[config.mk]
export PLATFORM = sky130hd
export DESIGN_NAME = rr_arb_mux
export DESIGN_NICKNAME = d
export VERILOG_FILES = /design/src/rtl/eel_mux_pkg.sv /design/src/rtl/rr_arbiter.sv /design/src/rtl/rr_arb_mux.sv
export SDC_FILE = /design/constraint.sdc
export NUM_CORES = 1
export LEC_CHECK = 0
export ABC_AREA = 1
export CORE_ASPECT_RATIO = 0.8
export CORE_MARGIN = 2
export CORE_UTILIZATION = 25
export CTS_BUF_LIST = sky130_fd_sc_hd__clkbuf_8 sky130_fd_sc_hd__clkbuf_16
export CTS_CLUSTER_DIAMETER = 40
export DETAILED_ROUTE_END_ITERATION = 7
export PLACE_DENSITY_LB_ADDON = 0.3
export SYNTH_ARGS = -nofsm -noshare
export SYNTH_HDL_FRONTEND = slang
export SYNTH_SLANG_ARGS = --single-unit
[constraint.sdc]
create_clock -name clk_i -period 5.2 [get_ports clk_i]
set_clock_uncertainty 0.15 [all_clocks]
set_input_delay 0.52 -clock clk_i [delete_from_list [all_inputs] [get_ports clk_i]]
set_output_delay 0.52 -clock clk_i [all_outputs]
set_load 0.02 [all_outputs]
[src/rtl/eel_mux_pkg.sv]
// Shared definitions for the round-robin / fixed-select output mux.
//   mux_mode_e : arbitration mode encoding (matches the 1-bit mode_i pin)
//   DEF_N      : default data width per channel
//   DEF_CH     : default channel count
package eel_mux_pkg;

  typedef enum logic {
    MODE_FIXED = 1'b0,
    MODE_RR    = 1'b1
  } mux_mode_e;

  localparam int DEF_N  = 32;
  localparam int DEF_CH = 8;

endpackage

[src/rtl/rr_arbiter.sv]
// Rotating-priority arbiter with its own priority pointer.
//   clk_i, rst_ni : clock, async active-low reset (pointer returns to 0)
//   req_i         : per-channel requests
//   advance_i     : a grant from this arbiter was accepted this cycle
//   gnt_oh_o      : one-hot winner (all zero when no request)
//   gnt_idx_o     : encoded winner index (0 when no request)
module rr_arbiter #(
  parameter int CH = 8
) (
  input  logic                    clk_i,
  input  logic                    rst_ni,
  input  logic [CH-1:0]           req_i,
  input  logic                    advance_i,
  output logic [CH-1:0]           gnt_oh_o,
  output logic [$clog2(CH)-1:0]   gnt_idx_o
);

  localparam int SW = $clog2(CH);

  logic [SW-1:0] ptr_q, ptr_d;

  // Scan CH slots starting at the pointer; the first requester wins.
  always_comb begin : search
    int  j;
    logic found;
    gnt_oh_o  = '0;
    gnt_idx_o = '0;
    found     = 1'b0;
    j         = 0;
    for (int k = 0; k < CH; k++) begin
      j = int'(ptr_q) + k;
      if (j >= CH) j = j - CH;
      if (!found && req_i[j]) begin
        found       = 1'b1;
        gnt_oh_o[j] = 1'b1;
        gnt_idx_o   = SW'(j);
      end
    end
  end

  always_comb begin
    ptr_d = ptr_q;
    if (advance_i) begin
      ptr_d = (gnt_idx_o == SW'(CH - 1)) ? '0 : gnt_idx_o + 1'b1;
    end
  end

  always_ff @(posedge clk_i or negedge rst_ni) begin
    if (!rst_ni) ptr_q <= '0;
    else         ptr_q <= ptr_d;
  end

endmodule

[src/rtl/rr_arb_mux.sv]
// Multi-channel input mux feeding a single registered output stage.
// Mode 0 takes the channel named by sel_i; mode 1 arbitrates round-robin.
//   clk_i, rst_ni   : clock, async active-low reset
//   mode_i          : 0 = fixed select, 1 = round-robin
//   sel_i           : channel used in fixed mode
//   d_i, valid_i    : per-channel data and request
//   ready_o         : per-channel accept (at most one bit set)
//   dout_o          : registered output word
//   dout_valid_o    : output stage holds an unconsumed word
//   dout_ready_i    : downstream accept
//   grant_o         : source channel of the word in dout_o
module rr_arb_mux
  import eel_mux_pkg::*;
#(
  parameter int N  = DEF_N,
  parameter int CH = DEF_CH
) (
  input  logic                    clk_i,
  input  logic                    rst_ni,
  input  logic                    mode_i,
  input  logic [$clog2(CH)-1:0]   sel_i,
  input  logic [CH-1:0][N-1:0]    d_i,
  input  logic [CH-1:0]           valid_i,
  output logic [CH-1:0]           ready_o,
  output logic [N-1:0]            dout_o,
  output logic                    dout_valid_o,
  input  logic                    dout_ready_i,
  output logic [$clog2(CH)-1:0]   grant_o
);

  localparam int SW = $clog2(CH);

  mux_mode_e     mode;
  logic [CH-1:0] arb_oh, fix_oh, win_oh;
  logic [SW-1:0] arb_idx, win_idx;
  logic [N-1:0]  win_data;
  logic          stage_free, accept, advance;

  logic [N-1:0]  dout_q, dout_d;
  logic [SW-1:0] grant_q, grant_d;
  logic          dout_valid_q, dout_valid_d;

  assign mode = mux_mode_e'(mode_i);

  rr_arbiter #(.CH(CH)) u_arb (
    .clk_i     (clk_i),
    .rst_ni    (rst_ni),
    .req_i     (valid_i),
    .advance_i (advance),
    .gnt_oh_o  (arb_oh),
    .gnt_idx_o (arb_idx)
  );

  // An out-of-range sel_i matches no channel, so it never produces a winner.
  always_comb begin
    fix_oh = '0;
    for (int i = 0; i < CH; i++) begin
      if (sel_i == SW'(i)) fix_oh[i] = valid_i[i];
    end
  end

  assign win_oh  = (mode == MODE_RR) ? arb_oh  : fix_oh;
  assign win_idx = (mode == MODE_RR) ? arb_idx : sel_i;

  always_comb begin
    win_data = '0;
    for (int i = 0; i < CH; i++) begin
      if (win_oh[i]) win_data = d_i[i];
    end
  end

  // rst_ni gates ready so nothing is offered while reset is held.
  assign stage_free = !dout_valid_q || dout_ready_i;
  assign ready_o    = (stage_free && rst_ni) ? win_oh : '0;
  assign accept     = |ready_o;
  assign advance    = accept && (mode == MODE_RR);

  always_comb begin
    dout_d       = dout_q;
    grant_d      = grant_q;
    dout_valid_d = dout_valid_q;
    if (accept) begin
      dout_d       = win_data;
      grant_d      = win_idx;
      dout_valid_d = 1'b1;
    end else if (dout_ready_i) begin
      dout_valid_d = 1'b0;
    end
  end

  always_ff @(posedge clk_i or negedge rst_ni) begin
    if (!rst_ni) begin
      dout_q       <= '0;
      grant_q      <= '0;
      dout_valid_q <= 1'b0;
    end else begin
      dout_q       <= dout_d;
      grant_q      <= grant_d;
      dout_valid_q <= dout_valid_d;
    end
  end

  assign dout_o       = dout_q;
  assign grant_o      = grant_q;
  assign dout_valid_o = dout_valid_q;

endmodule

==> reports/qor.yml <==
p_int_uw: 2310
die_w_um: 180
drive_gt1_frac: 0.0564
cap_violations: 0
routed-via-count: 8727
post_drt_via_cell_ratio: 4.98
startpoint_type: "register"
synthCells: 1166
clock-sinks: 39
arrival_ns: 4.07
slew_viol_final: 0
cts_tree: "done"
synth-seq-cells: 39
cts_root_buf: "clkbuf_16"
yosysWarnings: 0
avgSynthCellArea_um2: 5.30
grt_pass1_vias: 8325
antenna_cells: 0
die-area_um2: 26000
design.core.area_um2: 24300
grt_pass1_wl_um: 47700
netlist_area_um2: 6170
p_leak_uw: 0.00475
drt_iter0_markers: 584
gr-total-overflow: 0
numCtsBuffers: 5
ant_nets: 0
wire_per_inst_um: 18.2
synth_nets: 1446
fin_area_um2: 9670
synth.distinct_cells: 42
pwr-share-seq: 0.096
switching_share: 0.598
peakVddDrop_mv: 0.191
first_pass_iters: 5
combinationalPowerShare: 0.837
critPathKind: "reg2out"
grt_usage: 0.236
final_cell_mix: "398 x nand2_1, 313 x clkdlybuf4s50_1, 203 x a21oi_1, 152 x nand3_1, 107 x nor2_1"
p_total_uw: 5740
ys_seq_area_frac: 0.158
grt_max_degree: 65
cts_max_path_buffers: 2
fmax_mhz: 211
dpl_cell_area_um2: 9490
area_growth_syn_to_layout_pct: 56.5
portBuffers: 314
dpl.hpwl_um: 24300
grt_setup_unrepaired: "no"
hold_viol: 0
powerDensity_nw_per_um2: 594
routed_wl_um: 31900
cts_max_level: 2
max_slew_margin: 0.300
gp_congestion: 0.990
hold_path.class: "in2async"
cp-end-kind: "output pin"
nets: 1714
fin_crit_sh: 0.911
cp_data_required_time_ns: 4.53
status: "finished clean"
start_util: 0.254
cp_max_fo: 19
clk_latency_ns: 0.29
top_level_ports: 315
cts_hold_buf: 0
clockPowerShare: 0.066
final_common_cell: "nand2_1"
chipHeight_um: 145
finalSetupTns_ns: 0
antenna_found_initial: 0
p_switching_uw: 3430
period_minus_slack_ns: 4.74
path_clk_slew_ns: 0.07
rows: 51
worst_slew_pin_slew_ns: 1.04
setup_violations: 0
drcViolationCount: 0
## metal layers
| metal | up-vias | GRT usage | routed length, um |
|---|---|---|---|
| li1 | 4301 | - | - |
| met1 | 3949 | 0.315 | 14200 |
| met2 | 425 | 0.385 | 14200 |
| met3 | 52 | 0.0514 | 2570 |
| met4 | 0 | 0.0689 | 891 |
| met5 | - | 0 | 0 |
## metrics by stage
step	std cells	util	hold WS (ns)	setup slack (ns)
2_1_floorplan	1166	-	0.0744	1.37
3_3_place_gp	1745	0.391	0.312	0.703
3_5_place_dp	1745	0.391	0.314	0.637
4_1_cts	1753	0.397	0.0420	0.305
5_1_grt	1753	0.398	0.0427	0.145
6_report	1753	0.398	0.0331	0.464
## timing repair
action,in CTS,in global routing
endpoints found under the setup margin,0,1
setup buffers,0,0
resized for setup,0,1
## registers in the layout, indices dropped and copies added (netlist names), named ones only
name,cells
grant_o,3
u_arb.ptr_q,2
dout_o,32
dout_valid_o,1
## area by class of cell
| class | count | area [um^2] |
|---|---|---|
| clock inverter | 3 | 43.8 |
| tap | 318 | 398 |
| inverter | 107 | 408 |
| clock buffer | 5 | 125 |
| fill | 2656 | 14600 |
| multi-input combinational | 945 | 4410 |
| sequential | 39 | 976 |
| timing repair buffer | 336 | 3300 |
## cell families after synthesis
logic type      share of synthesized area
xor+xnor                          0.00669
compound gates                      0.190
fa+ha+maj                          0.0182
simple gates                        0.497
flops                               0.158
buf+inv                             0.130
## final timing paths
path / from / to / slack [ns] / cells past startpoint
min in group clk_i: dout_o[31] / dout_o[31] / 0.33 / 2
worst max register to register: u_arb.ptr_q[1] / dout_o[24] / 0.87 / 21
worst min register to register: dout_o[31] / dout_o[31] / 0.33 / 2
max in group asynchronous: rst_ni / dout_o[12] / 4.18 / 3
worst min-delay path: rst_ni / dout_o[17] / 0.03 / 2
worst max-delay path: u_arb.ptr_q[1] / ready_o[1] / 0.46 / 19
## worst max-delay path, cell delays in order, from the launching register on
cell and delay, ns:
dfrtp_1 0.56, inv_2 0.20, ha_2 0.60, inv_2 0.16, nand3_1 0.16, nand2_1 0.06
nand2_1 0.07, nand2_2 0.10, nor2_1 0.39, nand2_1 0.09, nand2_1 0.07, nor2_1 0.05
nand3_1 0.08, nor2_1 0.05, nand3_2 0.06, nand2_2 0.07, nand2_4 0.19, inv_2 0.09
nor2_1 0.09, clkdlybuf4s50_1 0.63
## power groups by stage
stage,Clock [uW],Combinational (uW),Sequential (uW)
floorplan,0,3130,688
global placement,0,4790,551
detailed placement,0,4770,554
CTS,392,4790,553
global route,403,5350,571
finish,381,4800,553
## Yosys cell counts (all sizes together)
library cell  instances  area, um^2
o211a                 1        10.0
nand3               157         821
o2111ai               1        8.76
nand2               415        1620
nor3                 11        60.1
o41ai                 1        8.76
a21oi               204        1030
dfrtp                39         976
o22ai                 4        25.0
nor4                  1        6.26
xor2                  2        25.0
nand4                 5        37.5
inv                 106         403
clkinv                1        5.00
buf                  44         278
o211ai                2        15.0
xnor2                 1        16.3
a211oi                1        7.51
ha                    9         113
o21ai                13        68.8
nor2                116         519
clkbuf               31         116
or2                   1        6.26
Power figures use the tool's default switching activity.
